## src/rtl/phys_reg_free_list.sv

```systemverilog
`default_nettype none
// ============================================================================
// Module  : phys_reg_free_list
// Purpose : Circular free list of physical register indices with speculative
//           and committed read pointers for single-cycle flush recovery.
// Revision: 1.0 - initial release
// ============================================================================
module phys_reg_free_list #(
  parameter int NUM_PHYS = 64,
  parameter int NUM_ARCH = 32,
  parameter int DEPTH    = NUM_PHYS - NUM_ARCH,
  localparam int c_preg_w = $clog2(NUM_PHYS),
  localparam int c_idx_w  = $clog2(DEPTH),
  localparam int c_ptr_w  = c_idx_w + 1,
  localparam int c_cnt_w  = $clog2(DEPTH) + 1
) (
  input  logic                clk,
  input  logic                rst_n,
  input  logic                i_alloc_req,
  output logic                o_alloc_valid,
  output logic [c_preg_w-1:0] o_alloc_preg,
  input  logic                i_commit_alloc,
  input  logic                i_release_en,
  input  logic [c_preg_w-1:0] i_release_preg,
  input  logic                i_flush,
  output logic [c_cnt_w-1:0]  o_free_count,
  output logic                o_err
);

  logic [c_preg_w-1:0] r_mem [DEPTH];
  logic [c_ptr_w-1:0]  r_spec_head;
  logic [c_ptr_w-1:0]  r_commit_head;
  logic [c_ptr_w-1:0]  r_tail;
  logic [c_cnt_w-1:0]  r_free_count;
  logic                r_err;

  logic                w_full;
  logic                w_grant;
  logic                w_rel_req;
  logic                w_rel_do;
  logic                w_rel_drop;
  logic                w_outstanding;
  logic                w_commit_do;
  logic                w_commit_bad;
  logic [c_ptr_w-1:0]  w_commit_nxt;
  logic [c_ptr_w-1:0]  w_spec_nxt;
  logic [c_ptr_w-1:0]  w_tail_nxt;
  logic [c_ptr_w-1:0]  w_count_nxt;

  // Full: same slot index but the tail has lapped the head once.
  assign w_full = (r_tail[c_idx_w-1:0] == r_spec_head[c_idx_w-1:0]) &&
                  (r_tail[c_idx_w] != r_spec_head[c_idx_w]);

  assign o_alloc_valid = (r_free_count != '0);
  assign o_alloc_preg  = r_mem[r_spec_head[c_idx_w-1:0]];
  assign o_free_count  = r_free_count;
  assign o_err         = r_err;

  assign w_grant       = i_alloc_req && o_alloc_valid && !i_flush;
  assign w_rel_req     = i_release_en && (i_release_preg != '0);
  assign w_rel_do      = w_rel_req && !w_full;
  assign w_rel_drop    = w_rel_req && w_full;
  assign w_outstanding = (r_commit_head != r_spec_head);
  assign w_commit_do   = i_commit_alloc && w_outstanding;
  assign w_commit_bad  = i_commit_alloc && !w_outstanding;

  always_comb begin
    w_commit_nxt = r_commit_head;
    w_spec_nxt   = r_spec_head;
    w_tail_nxt   = r_tail;
    if (w_commit_do) begin
      w_commit_nxt = r_commit_head + c_ptr_w'(1);
    end
    // Flush rewinds to the commit point including this cycle's commit.
    if (i_flush) begin
      w_spec_nxt = w_commit_nxt;
    end else if (w_grant) begin
      w_spec_nxt = r_spec_head + c_ptr_w'(1);
    end
    if (w_rel_do) begin
      w_tail_nxt = r_tail + c_ptr_w'(1);
    end
    w_count_nxt = w_tail_nxt - w_spec_nxt;
  end

  always_ff @(posedge clk or negedge rst_n) begin
    if (!rst_n) begin
      for (int i = 0; i < DEPTH; i++) begin
        r_mem[i] <= c_preg_w'(NUM_ARCH + i);
      end
      r_spec_head   <= '0;
      r_commit_head <= '0;
      r_tail        <= c_ptr_w'(DEPTH);
      r_free_count  <= c_cnt_w'(DEPTH);
      r_err         <= 1'b0;
    end else begin
      if (w_rel_do) begin
        r_mem[r_tail[c_idx_w-1:0]] <= i_release_preg;
      end
      r_spec_head   <= w_spec_nxt;
      r_commit_head <= w_commit_nxt;
      r_tail        <= w_tail_nxt;
      r_free_count  <= c_cnt_w'(w_count_nxt);
      if (w_rel_drop || w_commit_bad) begin
        r_err <= 1'b1;
      end
    end
  end

endmodule
`default_nettype wire

```

## config.mk

```make
export PLATFORM = sky130hd
export DESIGN_NAME = phys_reg_free_list
export DESIGN_NICKNAME = d
export VERILOG_FILES = /design/src/rtl/phys_reg_free_list.sv
export SDC_FILE = /design/constraint.sdc
export NUM_CORES = 1
export LEC_CHECK = 0
export BUFFER_PORTS_ARGS = -buffer_cell sky130_fd_sc_hd__clkbuf_2
export CELL_PAD_IN_SITES_DETAIL_PLACEMENT = 0
export CELL_PAD_IN_SITES_GLOBAL_PLACEMENT = 2
export CORE_AREA = 3 3 142 179
export DETAILED_ROUTE_END_ITERATION = 8
export DIE_AREA = 0 0 145 182
export GPL_ROUTABILITY_DRIVEN = 0
export PLACE_DENSITY_LB_ADDON = 0.2
export SLEW_MARGIN = 20
export SYNTH_ARGS = -nofsm -noshare
export SYNTH_HDL_FRONTEND = slang
export SYNTH_SLANG_ARGS = --single-unit
```

## constraint.sdc

```tcl
create_clock -name clk -period 3.9 [get_ports clk]
set_clock_uncertainty 0.2 [all_clocks]
set_input_delay 0.39 -clock clk [delete_from_list [all_inputs] [get_ports clk]]
set_output_delay 0.39 -clock clk [all_outputs]
set_load 0.005 [all_outputs]
```

* Word-level counts from Yosys, hierarchy flattened
Index checks and enable logic that the tools add are counted.
** Storage, ports and cells
- Register bits :: 217
- Logic and storage cells :: 74
- Output and inout port bits :: 14
- Input bits :: 12
** Cells by class
- Bitwise gates (word level) :: 2
- Eq/ne operators :: 3
- Reduce and logical (&&, ||, !) cells :: 15
- Multiplexer cells :: 10
- Order comparisons :: 3
- $add $sub $neg :: 4
** Operators with widths (count)
- $bwmux 192 :: 1
- $mux 6 :: 7
- $bmux 6 s5 :: 1
- $demux 6 s5 :: 1
- $add 6x1->6 const B :: 3
- $ge 6x6->1 const B :: 2
- $not 5->6 :: 2
- $reduce_bool 6->1 :: 2
- $logic_and 1x1->1 :: 9
- $lt 6x1->1 const B :: 1
- $ne 6x6->1 :: 1
- $sub 6x6->6 :: 1
- $eq 5x5->1 :: 1
- $logic_not 1->1 :: 3
- $logic_or 1x1->1 :: 1
- $ne 1x1->1 :: 1

* Longest topological paths before layout
- Depth after elaboration :: 6
- Mapped depth :: 14
- Gate-level depth less buffers :: 13

* Worst setup path before layout
No wires, ideal clock.
- Path kind :: in2reg
- From :: input port i_release_preg[5]
- To :: register r_free_count[5] (netlist: o_free_count[5])
- Path slack :: 0.603 ns
- Arrival :: 3.021 ns
- Path buffers :: 1
- Required time :: 3.625 ns
- Cell stages on the path :: 12
- Cell sequence :: or4_4 > o31ai_4 > a31oi_4 > and2_1 > buf_6 > xor2_1 > ha_1 > o21ai_0 > o21bai_1 > a21oi_1 > xnor3_1 > xnor2_1
** On the way
- Word-level cells in the longest chain between the ends :: 5
** RTL lines
- start, declared :: line 24 : input logic [c_preg_w-1:0] i_release_preg,
- $reduce_bool 6->1 :: line 60 : assign w_rel_req = i_release_en && (i_release_preg != '0);
- $logic_and 1x1->1 :: line 60
- $logic_and 1x1->1 :: line 61 : assign w_rel_do = w_rel_req && !w_full;
- $mux 6 :: line 80 : if (w_rel_do) begin
- named net w_tail_nxt[2] :: line 47 : logic [c_ptr_w-1:0] w_tail_nxt;
- $sub 6x6->6 :: line 83 : w_count_nxt = w_tail_nxt - w_spec_nxt;
- named net w_count_nxt[5] :: line 48 : logic [c_ptr_w-1:0] w_count_nxt;
- end signal, assigned :: line 94 : r_free_count <= c_cnt_w'(DEPTH);
- end signal, assigned :: line 103 : r_free_count <= c_cnt_w'(w_count_nxt);
- end, declared :: line 34 : logic [c_cnt_w-1:0] r_free_count;
The timed path passes the listed nets, and every way through them passes these cells.
A chain may end at the register's enable or synchronous reset.

* Worst setup path in the final report
- From :: register r_spec_head[1]
- To :: output port o_alloc_preg[0]
** On the way
- Word-level cells in the longest chain between the ends :: 4
** RTL lines
- start, declared :: line 31 : logic [c_ptr_w-1:0] r_spec_head;
- start signal, assigned :: line 100 : r_spec_head <= w_spec_nxt;
- $not 5->6 (not written as such) :: line 55 : assign o_alloc_preg = r_mem[r_spec_head[c_idx_w-1:0]];
- $bmux 6 s5 :: line 55
- $mux 6 (not written as such) (2 in series) :: line 55
- end, declared :: line 21 : output logic [c_preg_w-1:0] o_alloc_preg,
Every way passes these cells. The select of a mux whose other input is x is not followed.

==> flow_summary.yaml <==
outcome:
  status: "finished clean"
power_and_ir_drop:
  power_density_nw_per_um2: 859.6
  swShare: 0.3334
  power.internal_mw: 6.845
  p_leak_nw: 5.421
  vdd_drop_max_mv: 0.2865
  p_seq_frac: 0.401
  power_frac_comb: 0.393
  power.switching_mw: 3.423
  clkPwrFrac: 0.206
finish:
  n_antenna_cell: 0
  nets: 731
  layout_commonest_cell: "mux2_1"
  final_cell_mix: "190 x mux2_1, 114 x dfstp_2, 101 x dfrtp_1"
  final_util: 0.5035
  drive_gt1_frac: 0.4246
  syn_to_final_growth_pct: 11.58
  fillers: 2007
  final_cell_area_um2: 11950
global_routing:
  grt_pass1_vias: 6515
  antenna_found_initial: 1
  grt.total_usage: 0.1951
  use_met3: 0.02646
  use_met2: 0.3414
  grt_max_degree: 121
  grt_pass1_wl_um: 39940
  busiest_layer: "met2"
  grt-ovfl-total: 0
  grtUsageMet1: 0.2559
detailed_routing:
  drt_iter0_markers: 218
  via_per_inst: 5.539
  ant_nets: 0
  dr.pass1.iters: 4
  wire_per_inst_um: 23.62
  routed_wl_um: 24760
  num_vias: 5805
  drc: 0
critical_path:
  path_max_fanout: 29
  cp_slowest_cell: "mux4_2"
  required_ns: 3.31
  path_cells: "buf_4 -> buf_6 -> mux4_2 -> mux4_2 -> mux2_2 -> clkbuf_2"
  r2r_slack_ns: 0.36
  critPathBufInv: 3
  timing.critical_path.mode_cell: "mux4_2"
  path_class: "reg2out"
  cpLargestDelayFamily: "multiplexers"
  cp-end-kind: "primary output"
  critical-path-max-stage-delay_ns: 0.57
  startpoint_type: "flip-flop"
  cp_data_arrival_time_ns: 3.10
clock_tree:
  cts_tree: "done"
  clock_latency_ns: 0.50
  cts_max_level: 1
  clockBufferDepth: 3
  cts_inserted_buffers: 23
  cts_num_sinks: 217
  clockRootBuffer: "clkbuf_16"
  post-cts-setup-buffers: 0
  path_clk_slew_ns: 0.06
synthesis:
  synth_edf_count: 0
  yosys_warnings: 0
  synth_fp_nets: 701
  postSynthAreaPerCell_um2: 15.81
  synth_cell_type_count: 43
  synth_cells: 677
  ys_seq_area_frac: 0.5206
  async_flop_share: 1.000
  synth_ff_type: "dfstp_2"
  synth.cell_area_um2: 10710
  ys_seq_elements: 217
floorplan:
  die_x_um: 145
  dieArea_um2: 26390
  coreArea_um2: 23730
  ioPinCount: 26
  start_util: 0.4512
  rows: 63
  dieHeight_um: 182
min_path:
  min_path_type: "in2reg"
flow_run:
  maxCapViolCount: 0
timing:
  hold_viol_final: 0
  setup_slack_ns: 0.2131
  hold_ws_ns: 0.01693
  worst_pin_slew_ns: 1.014
  finalSetupTns_ns: 0
  min_period_ns: 3.687
  setup_viol: 0
  maxSlewHeadroom: 0.3240
  post-route-period-util: 0.9453
  rsz0062_at_grt: "no"
  final_max_slew_viol_count: 0
  fmax_ghz: 0.2712
placement:
  port_buffers: 25
  placed_cell_area_um2: 11210
  place_ws_ns: 0.3429
  post-dp-hpwl_um: 16960
[routing by layer]
metal | vias up | share of wire
li1 | 2544 | -
met1 | 3115 | 0.43
met2 | 106 | 0.51
met3 | 38 | 0.034
met4 | 2 | 0.027
met5 | - | 0.00053
[layout make-up]
| cell class | count | area [um^2] | share of cell area |
|---|---|---|---|
| clock inverter | 9 | 101.3 | 0.008484 |
| multi-input combinational | 408 | 4893 | 0.4097 |
| clock buffer | 32 | 619.3 | 0.05185 |
| inverter | 9 | 33.78 | 0.002828 |
| tap | 325 | 406.6 | 0.03404 |
| sequential | 217 | 5578 | 0.4670 |
| timing repair buffer | 48 | 312.8 | 0.02619 |
[state kept, by name (all words and copies together), names as in the netlist]
signal,count
o_err,1
o_free_count,6
r_commit_head,6
r_mem,192
r_spec_head,6
r_tail,6
[through the flow]
| step | power [mW] | instances |
|---|---|---|
| finish | 10.27 | 1048 |
| global route | 10.91 | 1048 |
| CTS | 10.42 | 1048 |
| detailed placement | 8.247 | 1006 |
| global placement | 8.085 | 1006 |
| floorplan | 6.935 | 677 |
[cells in the mapped netlist, types with 2 or more instances]
| cell | count | area, um^2 |
|---|---|---|
| o21a_1 | 3 | 22.52 |
| dfstp_2 | 114 | 2995 |
| mux2_1 | 190 | 2140 |
| buf_2 | 11 | 55.05 |
| clkbuf_1 | 25 | 93.84 |
| buf_1 | 3 | 11.26 |
| o21ai_0 | 7 | 35.03 |
| dfrtp_1 | 103 | 2577 |
| mux4_2 | 60 | 1351 |
| nor2_1 | 8 | 30.03 |
| o211ai_1 | 3 | 22.52 |
| xnor2_1 | 21 | 183.9 |
| buf_6 | 4 | 45.04 |
| ha_1 | 11 | 137.6 |
| nand2_1 | 11 | 41.29 |
| mux2_2 | 10 | 112.6 |
| and3b_1 | 2 | 17.52 |
| nor3b_2 | 3 | 37.54 |
| and3_1 | 3 | 18.77 |
| nand3_1 | 4 | 20.02 |
| xor2_1 | 9 | 78.83 |
| a21oi_1 | 3 | 15.01 |
| a21o_1 | 2 | 15.01 |
| nor3_1 | 3 | 15.01 |
| and2_1 | 4 | 25.02 |
| inv_1 | 9 | 33.78 |
| mux2i_1 | 2 | 20.02 |
| nand2_4 | 32 | 360.4 |
| nand4_1 | 3 | 18.77 |
[cells by family after synthesis]
group                      after synthesis  synth area share
buffers and inverters                   52           0.02232
adders and majority gates               12           0.01473
DFF                                    217            0.5206
and+or+nand+nor                         78           0.05891
muxes                                  262            0.3385
AOI/OAI and AO/OA                       25           0.01835
xor gates and xnor gates                31           0.02665
[timing repair]
action	4_1_cts	5_1_grt
setup endpoints to repair	0	1
hold buffers	1	0
endpoints found under the hold margin	52	0
resized for setup	0	1
[worst paths after layout]
kind,depth (start not counted),from,end
max in group asynchronous,3,rst_n,r_mem[104]$_DFFE_PN1P_
worst max register to register,13,r_spec_head[0]$_DFF_PN0_,o_free_count[5]$_DFF_PN1_
worst max-delay path,6,r_spec_head[1]$_DFF_PN0_,o_alloc_preg[0]
min in group asynchronous,2,rst_n,r_mem[61]$_DFFE_PN0P_
worst min-delay path,2,i_commit_alloc,o_err$_DFFE_PN0P_
worst min register to register,1,r_mem[148]$_DFFE_PN0P_,r_mem[148]$_DFFE_PN0P_
[power groups by stage]
stage          clock [mW]  combinational [mW]  sequential, mW
2_1_floorplan           0                2.99            3.94
3_3_place_gp            0                4.02            4.07
3_5_place_dp            0                4.09            4.16
4_1_cts              2.19                4.11            4.12
5_1_grt              2.28                4.39            4.25
6_report             2.12                4.03            4.12
Note: power is estimated with default switching activity, not from simulation.
